<file path="config.mk">
export PLATFORM = sky130hd
export DESIGN_NAME = ctl_unit_ldst
export DESIGN_NICKNAME = d
export VERILOG_FILES = /design/src/rtl/ctl_unit_ldst.sv
export SDC_FILE = /design/constraint.sdc
export NUM_CORES = 1
export LEC_CHECK = 0
export CORE_MARGIN = 2
export CORE_UTILIZATION = 31
export DETAILED_ROUTE_END_ITERATION = 8
export PLACE_DENSITY = 0.81
export REMOVE_ABC_BUFFERS = 1
export SLEW_MARGIN = 25
export SYNTH_ARGS = -nofsm -noshare
export SYNTH_HDL_FRONTEND = slang
export SYNTH_SLANG_ARGS = --single-unit
</file>
<file path="constraint.sdc">
create_clock -name clk -period 1.9 [get_ports clk]
set_input_delay 0.475 -clock clk [delete_from_list [all_inputs] [get_ports clk]]
set_output_delay 0.475 -clock clk [all_outputs]
set_load 0.05 [all_outputs]
</file>
<file path="src/rtl/ctl_unit_ldst.sv">
// Control sequencer for the PC/IR/MAR/MDR/Y/Z datapath.
// Walks fetch (T0..T2) then ld, ldi, st, nop or halt, one state per clock.
module ctl_unit_ldst #(
  parameter logic [4:0] OP_LD   = 5'b00000,
  parameter logic [4:0] OP_LDI  = 5'b00001,
  parameter logic [4:0] OP_ST   = 5'b00010,
  parameter logic [4:0] OP_NOP  = 5'b11010,
  parameter logic [4:0] OP_HALT = 5'b11011
) (
  input  logic       clk,
  input  logic       clr,
  input  logic       run,
  input  logic [4:0] opcode,
  output logic       PC_out,
  output logic       Zlo_out,
  output logic       MDR_out,
  output logic       Cout,
  output logic       BAout,
  output logic       Rout,
  output logic       Gra,
  output logic       Grb,
  output logic       MAR_rd,
  output logic       MDR_rd,
  output logic       IR_rd,
  output logic       Y_rd,
  output logic       Zlo_rd,
  output logic       Rin,
  output logic       IncPC,
  output logic       alu_add,
  output logic       Read,
  output logic       Write,
  output logic       instr_done,
  output logic       halted,
  output logic [3:0] state_view
);

  typedef enum logic [3:0] {
    S_IDLE = 4'd0,
    S_T0   = 4'd1,
    S_T1   = 4'd2,
    S_T2   = 4'd3,
    S_T3   = 4'd4,
    S_T4   = 4'd5,
    S_T5   = 4'd6,
    S_T6   = 4'd7,
    S_T7   = 4'd8,
    S_HALT = 4'd9
  } state_t;

  state_t state;
  state_t state_nxt;

  logic is_ld;
  logic is_ldi;
  logic is_st;
  logic is_nop;
  logic is_halt;
  logic is_mem;

  assign is_ld   = (opcode == OP_LD);
  assign is_ldi  = (opcode == OP_LDI);
  assign is_st   = (opcode == OP_ST);
  assign is_nop  = (opcode == OP_NOP);
  assign is_halt = (opcode == OP_HALT);
  assign is_mem  = is_ld | is_ldi | is_st;

  assign state_view = state;

  always_ff @(posedge clk or posedge clr) begin
    if (clr) begin
      state <= S_IDLE;
    end else begin
      state <= state_nxt;
    end
  end

  always_comb begin
    state_nxt = S_IDLE;
    unique case (state)
      S_IDLE: state_nxt = run ? S_T0 : S_IDLE;
      S_T0:   state_nxt = S_T1;
      S_T1:   state_nxt = S_T2;
      S_T2:   state_nxt = S_T3;
      S_T3: begin
        if (is_mem) begin
          state_nxt = S_T4;
        end else if (is_halt) begin
          state_nxt = S_HALT;
        end else begin
          state_nxt = S_IDLE;
        end
      end
      S_T4:   state_nxt = S_T5;
      S_T5:   state_nxt = (is_ld | is_st) ? S_T6 : S_IDLE;
      S_T6:   state_nxt = (is_ld | is_st) ? S_T7 : S_IDLE;
      S_T7:   state_nxt = S_IDLE;
      S_HALT: state_nxt = S_HALT;
      default: state_nxt = S_IDLE;
    endcase
  end

  // Moore decode: strobes follow state, opcode only selects the T3+ path.
  always_comb begin
    PC_out     = 1'b0;
    Zlo_out    = 1'b0;
    MDR_out    = 1'b0;
    Cout       = 1'b0;
    BAout      = 1'b0;
    Rout       = 1'b0;
    Gra        = 1'b0;
    Grb        = 1'b0;
    MAR_rd     = 1'b0;
    MDR_rd     = 1'b0;
    IR_rd      = 1'b0;
    Y_rd       = 1'b0;
    Zlo_rd     = 1'b0;
    Rin        = 1'b0;
    IncPC      = 1'b0;
    alu_add    = 1'b0;
    Read       = 1'b0;
    Write      = 1'b0;
    instr_done = 1'b0;
    halted     = 1'b0;
    unique case (state)
      S_T0: begin
        PC_out = 1'b1;
        MAR_rd = 1'b1;
        IncPC  = 1'b1;
      end
      S_T1: begin
        Read   = 1'b1;
        MDR_rd = 1'b1;
      end
      S_T2: begin
        MDR_out = 1'b1;
        IR_rd   = 1'b1;
      end
      S_T3: begin
        unique case (1'b1)
          is_mem: begin
            Grb   = 1'b1;
            BAout = 1'b1;
            Y_rd  = 1'b1;
          end
          is_halt: ;
          is_nop:  instr_done = 1'b1;
          default: instr_done = 1'b1;
        endcase
      end
      S_T4: begin
        Cout    = 1'b1;
        alu_add = 1'b1;
        Zlo_rd  = 1'b1;
      end
      S_T5: begin
        Zlo_out = 1'b1;
        if (is_ldi) begin
          Gra        = 1'b1;
          Rin        = 1'b1;
          instr_done = 1'b1;
        end else begin
          MAR_rd = 1'b1;
        end
      end
      S_T6: begin
        if (is_ld) begin
          Read   = 1'b1;
          MDR_rd = 1'b1;
        end else if (is_st) begin
          Gra    = 1'b1;
          Rout   = 1'b1;
          MDR_rd = 1'b1;
        end
      end
      S_T7: begin
        if (is_ld) begin
          MDR_out    = 1'b1;
          Gra        = 1'b1;
          Rin        = 1'b1;
          instr_done = 1'b1;
        end else if (is_st) begin
          Write      = 1'b1;
          instr_done = 1'b1;
        end
      end
      S_HALT: halted = 1'b1;
      default: ;
    endcase
  end

endmodule
</file>
# After elaboration in Yosys (flattened, before gate mapping)
# Index checks and enable logic that the tools add are counted.
dict set report op_classes {
  add_sub_neg 0
  multipliers 0
  n_div 0
  order_cmp 0
  eq_ne 12
  n_shift 0
  muxes 29
  bitwise_logic 3
  n_reduce_logical 3
}
# op count
set ops {}
lappend ops {{4-bit one-hot mux with 9 select lines} 1}
lappend ops {{1-bit two-way mux} 17}
lappend ops {{4-bit by 3-bit == test with 1-bit output (second input constant)} 4}
lappend ops {{4-bit two-way mux} 3}
lappend ops {{1-bit one-hot mux with 2 select lines} 5}
lappend ops {{4-bit by 2-bit == test with 1-bit output (second input constant)} 2}
lappend ops {{4-bit == test (second input constant)} 2}
lappend ops {{1-bit one-hot mux with 3 select lines} 2}
lappend ops {{5-bit by 1-bit == test with 1-bit output (second input constant)} 1}
lappend ops {{5-bit by 2-bit == test with 1-bit output (second input constant)} 1}
lappend ops {{5-bit == test (second input constant)} 1}
lappend ops {{5-bit zero test} 1}
lappend ops {{4-bit by 1-bit == test with 1-bit output (second input constant)} 1}
lappend ops {{4-bit zero test} 1}
lappend ops {{3-bit two-way mux} 1}
lappend ops {{1-bit OR} 3}
lappend ops {{2-bit OR reduction} 1}
dict set report totals {
  reg_bits 4
  latchBits 0
  mem_bits_rw 0
  mem_bits_ro 0
  in_bits 8
  out_inout_bits 24
  word_cells 48
  mem_count 0
}

# Longest topological paths before layout
dict set report depth {
  word_depth 6
  mapped_depth 5
  mapped_depth_nobuf 3
}

# Worst setup path before layout
# No wires, ideal clock.
dict set report synth_path {
  path_kind {register to output}
  start {register state[1] (netlist: state_view[1])}
  end {output port Grb}
  t_arrival_ns 2.685
  required_time_ns 1.425
  path_slack_ns -1.260
  path_stages_with_launch 6
  n_path_buf 2
  path_cell_list {dfrtp_1 buf_2 nor2_1 nand2_1 a211oi_1 buf_4}
}
dict set report synth_between {
  elab_chain_cells 2
}
# element line
set synth_rtl {}
lappend synth_rtl {{start, declared} 50} ;# state_t state;
lappend synth_rtl {{start signal, assigned} 73} ;# state <= state_nxt;
lappend synth_rtl {{4-bit by 3-bit == test with 1-bit output} --}
lappend synth_rtl {{1-bit two-way mux} --}
lappend synth_rtl {{end, declared} 21} ;# output logic Grb,
# Every way passes these cells.

# Worst setup path in the final report
dict set report layout_path {
  start {register state[1] (netlist: state_view[1])}
  end {output port Gra}
}
dict set report layout_between {
  elab_chain_cells 2
  elab_cells_between_ends 4
  classes_between {eq/ne (3); mux (1)}
}
# element line
set layout_rtl {}
lappend layout_rtl {{4-bit == test / 4-bit by 3-bit == test with 1-bit output (equally long branches)} 124} ;# unique case (state)
lappend layout_rtl {{1-bit one-hot mux with 3 select lines *} 124}
lappend layout_rtl {{end, declared} 20} ;# output logic Gra,
# Mark *: on every way between the ends. The rest lies on a longest branch, timed or not.

==> flow_metrics.py <==
metrics = {
    "run_status": {
        "status": "complete, but fails checks",
        "violations": "negative setup slack",
    },
    "final_layout": {
        "nNetsFinal": 134,
        "largest_register_ffs": 4,
        "layout_commonest_cell": "buf_12",
        "layout-drive-gt1-share_pct": 71.8,
        "nFillCells": 71,
        "antenna_cells": 0,
        "fin_cells": 149,
        "final_core_util_pct": 86.7,
        "syn_to_final_growth_pct": 164,
        "layout_common_cells": "buf_12, buf_4, buf_6, inv_1",
    },
    "cts": {
        "clk_latency_ns": 0.26,
        "cts-buffers-inserted": 3,
        "clock-sinks": 4,
        "cts_tree": "yes",
        "clk_pin_slew_ns": 0.05,
        "clk_path_buf_depth": 2,
        "htreeDepth": 1,
        "root_buffer": "clkbuf_4",
    },
    "timing": {
        "finalSetupViolations": 20,
        "rsz0062_at_grt": "true",
        "worst_pin_slew_ns": 0.306,
        "clock_skew_ns": 0.0113,
        "fin_crit_sh_pct": 120,
        "relSlewSlack_pct": 79.6,
        "slew_violations": 0,
        "period_needed_ns": 2.27,
        "finalWorstSetupSlack_ns": -0.373,
        "fmax_mhz": 440,
        "finalHoldViolCount": 0,
    },
    "synthesis": {
        "ys_ff_latch": 4,
        "seq_area_frac_synth_pct": 17.9,
        "synth_cells": 73,
        "yosys_warnings": 0,
        "synth_cell_types": 41,
        "synth_area_um2": 561,
        "avgSynthCellArea_um2": 7.68,
    },
    "route": {
        "vias": 860,
        "first_pass_iters": 4,
        "antenna_left": 0,
        "wl_per_cell_um": 19.8,
        "drc": 0,
        "finalWirelength_um": 2950,
        "drt_iter0_markers": 38,
        "post_drt_via_cell_ratio": 5.77,
    },
    "worst_setup_path": {
        "crit_chain": "or4b_4, a211oi_4, or2_1, buf_12",
        "r2r-start": "state_view[0]",
        "slowest_stage": "or4b_4",
        "crit_required_ns": 1.42,
        "worst-r2r-cell-count": 7,
        "path_max_fanout": 2,
        "worstReg2RegEnd": "state_view[2]",
        "worst_setup_path_end_kind": "primary output",
        "cpPeakStageDelay_ns": 0.56,
        "arrival_ns": 1.80,
        "rrSetupSlack_ns": 0.20,
        "crit_family": "simple AND/OR/NAND/NOR gates",
        "critPathKind": "reg -> out",
        "critical_path_buf_inv_count": 1,
        "start_kind": "register",
    },
    "die": {
        "row_count": 15,
        "die_x_um": 46.5,
        "io_pins": 32,
        "die_h_um": 46.5,
        "dieArea_um2": 2160,
        "start_util_pct": 32.8,
        "core_um2": 1710,
    },
    "global_route": {
        "grt_overflow": 0,
        "grt.total_usage_pct": 25.4,
        "grt_pass1_vias": 783,
        "grt_pass1_wl_um": 3710,
        "grt_start_max_net_pins": 15,
        "antenna_found_initial": 0,
    },
    "pwr": {
        "cellPowerDensity_nw_per_um2": 1540,
        "ir_drop_uv": 1030,
        "power_uw": 2280,
        "leakage_uw": 0.000608,
    },
    "hold_path": {
        "min_path_type": "in -> async",
    },
    "placement": {
        "place_ws_ns": -0.696,
        "port_buffers": 31,
        "dpl.hpwl_um": 1710,
        "placed_cells": 139,
        "gp_congestion": 0.869,
    },
    "job": {
        "maxCapViolations": 0,
    },
}
-- per-stage QoR --
| step | cell area, um2 | TNS, ns | hold slack [ns] |
|---|---|---|---|
| 4_1_cts | 1390 | -3.21 | 0.406 |
| 3_3_place_gp | 1220 | -6.61 | 0.647 |
| 5_1_grt | 1480 | -4.78 | 0.427 |
| 2_1_floorplan | 490 | -30.85 | 0.241 |
| 6_report | 1480 | -3.53 | 0.412 |
| 3_5_place_dp | 1220 | -7.33 | 0.654 |
-- worst register-to-register path, stage by stage (launching register included) --
cell	delay (ns)
dfrtp_2	0.44
buf_6	0.13
buf_6	0.13
buf_6	0.12
nand2b_4	0.09
nor3_4	0.05
buf_6	0.14
or3b_2	0.46
-- logic make-up (layout without fill, tap and decap cells) --
logic type	count (synthesis)	after routing	synth area share (%)
and+or+nand+nor	34	34	42.6
DFF	4	4	17.9
AOI/OAI and AO/OA	18	18	23.0
buffers and inverters	17	68	16.5
-- repair_timing --
item	4_1_cts	5_1_grt
cloned	0	0
setup endpoints to repair	20	20
pin swaps	19	5
buffers inserted	4	3
gates resized for setup	58	11
hold buffers	0	0
-- where the power goes --
part,switching [uW],total [uW],internal [uW]
Clock,49.7,121,71.6
Sequential,38.5,159,120
Combinational,1090,2000,914
Total,1170,2280,1110
-- Yosys cell counts --
cell / count / area share (%)
nand4b_1: 4 / 6.2
nor4b_1: 1 / 1.6
clkbuf_1: 3 / 2.0
nor2_1: 2 / 1.3
o21ba_2: 1 / 1.8
or4b_4: 1 / 2.5
buf_4: 5 / 6.7
nand2_1: 2 / 1.3
a21oi_1: 5 / 4.5
and4b_1: 1 / 1.8
nor4_1: 1 / 1.1
o21ai_0: 2 / 1.8
nor3b_1: 2 / 2.7
nor4_2: 1 / 2.2
or3_1: 1 / 1.1
a211o_1: 1 / 1.6
inv_1: 6 / 4.0
and4_1: 1 / 1.6
nor3_1: 3 / 2.7
a211oi_2: 1 / 2.2
and2_1: 1 / 1.1
or4_1: 1 / 1.3
nand4_1: 1 / 1.1
buf_2: 2 / 1.8
a211oi_1: 1 / 1.3
o211ai_1: 1 / 1.3
or2_2: 1 / 1.1
and3b_1: 1 / 1.6
a2bb2oi_1: 1 / 1.6
nor2b_1: 2 / 2.2
or3b_2: 1 / 1.6
a32oi_1: 1 / 1.6
o311ai_0: 2 / 3.1
nand2b_1: 3 / 3.3
buf_6: 1 / 2.0
and3_1: 1 / 1.1
dfrtp_1: 4 / 18
or2_1: 1 / 1.1
a31oi_1: 1 / 1.1
nand3_1: 1 / 0.89
o22ai_1: 1 / 1.1
-- routing by layer --
metal	share of wire (%)	global-route usage [%]	vias up	wire length, um
met5	0	0	-	0
met4	4.2	10.9	0	124
met2	54	48.3	55	1600
li1	-	-	373	-
met3	7.3	7.06	17	214
met1	34	24.9	415	1010
-- worst max-delay path by stage --
stage | from | endpoint | slack, ns | cells past startpoint
global placement | opcode[4] | Gra | -0.67 | 5
detailed placement | opcode[4] | Gra | -0.70 | 5
global route | state_view[1] | Gra | -0.42 | 4
finish | state_view[1] | Gra | -0.37 | 4
CTS | state_view[1] | Gra | -0.29 | 4
floorplan | state_view[2] | BAout | -2.99 | 3
-- final cells by class --
type | count | area, um2 | area share, %
inverters | 6 | 22.5 | 1.52
clock buffers | 3 | 22.5 | 1.52
repair buffers | 59 | 774 | 52.3
multi-input cells | 52 | 528 | 35.7
well taps | 25 | 31.3 | 2.11
flip-flops and latches | 4 | 101 | 6.85
Power figures use the tool's default switching activity.
==> patch (same flow settings) <==
Put a register stage on the output `halted`, without a reset. The value now appears one clock later. The other outputs are not delayed to match.
--- a/src/rtl/ctl_unit_ldst.sv
+++ b/src/rtl/ctl_unit_ldst.sv
@@ -46,6 +46,8 @@
     S_T7   = 4'd8,
     S_HALT = 4'd9
   } state_t;
+
+  logic halted_d;
 
   state_t state;
   state_t state_nxt;
@@ -120,7 +122,7 @@
     Read       = 1'b0;
     Write      = 1'b0;
     instr_done = 1'b0;
-    halted     = 1'b0;
+    halted_d   = 1'b0;
     unique case (state)
       S_T0: begin
         PC_out = 1'b1;
@@ -183,9 +185,13 @@
           instr_done = 1'b1;
         end
       end
-      S_HALT: halted = 1'b1;
+      S_HALT: halted_d = 1'b1;
       default: ;
     endcase
   end
 
+  always_ff @(posedge clk) begin
+    halted <= halted_d;
+  end
+
 endmodule
Behaviour: not the same (Yosys sat finds a counterexample within 10 cycles, from zero or initial values).
==> patch against the original RTL <==
The flow still finishes with violations (negative setup slack). Routed wire length rose by 22%. Synthesized area grew 3.6%. Critical path depth grew 1. Global-route usage increased by 2.4 points. Total power increased by 11%. Sequential cell count is 1 higher. Final area is 10% higher. Worst setup slack improved by 0.026 ns. Via count rose by 11%. Largest power group unchanged.
==> patch: results (changes against the original RTL) <==
status: complete, but fails checks
failing checks: negative setup slack
Synth area leaders: dfrtp_1 17%, buf_4 6.5%, nand4b_1 6.0%
Hold WC Path Type: in -> async
pin count of the biggest net entering global routing: 15 (unchanged)
nets: 144 (+7.5%)
first-pass GRT wire length: 4390 um (+18%)
Yosys cell types: 42 (+2.4%)
largest area contributor in the netlist: dfrtp_1
Slew @ Worst Pin: 0.495 ns (+0.188 ns)
GPL Wtd Cong: 0.888 (+2.2%)
layout cell share with drive strength beyond 1: 75.6% (+3.8 points)
DR top layer: met4
pre-CTS WS: -0.642 ns (+0.0539 ns)
FF-to-FF path depth: 7 (unchanged)
Filler Cell Count: 54 (-24%)
number of flip-flops in the largest register: 4 (unchanged)
gr usage total: 27.8% (+2.4 points)
fin worst setup slack: -0.347 ns (+0.0264 ns)
initial antenna violation count: 0 (unchanged)
hpwl dp: 1600 um (-6.1%)
maximum fanout along the worst path: 14 (+12)
async set-reset flop share out of synthesis: 80.0% (-20 points)
Clk pin slew, worst setup/hold paths: 0.05 ns (about the same)
initial drt markers: 36 (-5.3%)
commonest cells in the netlist: 6 x inv_1, 5 x a21oi_1, 5 x buf_4
total die area: 2230 um2 (+3.3%)
WL/cell: 22.2 um (+12%)
Peak VDD IR: 0.00170 V (+65%)
Seq/Total Area, Yosys: 20.7% (+2.8 points)
leakage power: 0.677 nW (+11%)
Clock Path Buffers: 2 (unchanged)
Fin Setup TNS: -3.52 ns (+0.00281 ns)
worst skew pair latency: 0.26 ns (about the same)
Root Buffer: clkbuf_4
DR WL met2: 1710 um (+7.0%)
Post-synth EDFFs: 0 (unchanged)
total CTS buffers: 3 (unchanged)
drt first pass iters: 4 (unchanged)
Clock H-tree levels: 1 (unchanged)
Ys Warns: 0 (unchanged)
vias in the first global route: 871 (+11%)
number of I/O port buffers: 31 (unchanged)
Setup Skew: 0.00569 ns (-0.00562 ns)
met1 WL: 1470 um (+46%)
setup violators final: 18 (-10%)
routed vias: 954 (+11%)
Worst Path Arrival: 1.77 ns (-0.03 ns)
routed wl met3: 250 um (+17%)
==> patch: cell count changes in the layout (fill, tap and decap cells not counted), sizes merged <==
cell	change
buf	+7
clkbuf	+2
clkdlybuf4s50	+1
dfxtp	+1
diode	+1
==> patch: area by class of cell <==
class | instances | area share [%]
Antenna cell | 1 | 0.153
Clock buffer | 4 | 1.61
Inverter | 6 | 1.84
Multi-Input combinational cell | 52 | 33.8
Sequential cell | 5 | 7.43
Tap cell | 25 | 1.92
Timing Repair Buffer | 68 | 53.3
==> patch: what timing repair did <==
action / CTS / global route
setup endpoints to repair: 19 / 19
pin swaps: 18 / 7
cloned: 1 / 0
hold buffers: 0 / 0
setup buffers: 7 / 7
resized for setup: 60 / 25
==> patch: cell families after synthesis <==
| group | synth area share (%) |
|---|---|
| buffers and inverters | 15.9 |
| AND/OR/NAND/NOR | 41.2 |
| flip-flops | 20.7 |
| AO/OA/AOI/OAI | 22.2 |
==> patch: stage by stage <==
stage,cell area (um2),cells
finish,1630,161
floorplan,510,63
global placement,1240,142
global route,1630,160
CTS,1470,153
detailed placement,1240,142
==> patch: per-layer routing <==
layer	track usage [%]	up-vias
met4	7.78	0
met3	5.00	17
li1	-	403
met5	0	-
met1	34.6	467
met2	48.4	67
==> patch: worst paths after layout <==
| kind | slack (ns) | from | endpoint |
|---|---|---|---|
| worst max-delay path | -0.35 | state_view[1] | Gra |
| worst min-delay path | 0.42 | clr | state_view[3] |
| worst max register to register | 0.21 | state_view[2] | state_view[2] |
| worst min register to register | 0.78 | state_view[3] | state_view[0] |
| max in group asynchronous | 1.30 | clr | state_view[0] |
| min in group clk | 0.78 | state_view[3] | state_view[0] |
==> patch: worst max-delay path: stages (launching register included) <==
cell     delay (ns)
dfrtp_1        0.40
buf_6          0.18
and3b_2        0.27
and4_1         0.23
or2_1          0.26
buf_12         0.16
==> patch: power breakdown <==
| group | internal, mW | leakage (nW) | switching [mW] |
|---|---|---|---|
| Sequential | 0.141 | 0.0587 | 0.0440 |
| Clock | 0.0804 | 0.0150 | 0.0589 |
| Combinational | 1.03 | 0.604 | 1.17 |
| Total | 1.25 | 0.677 | 1.27 |
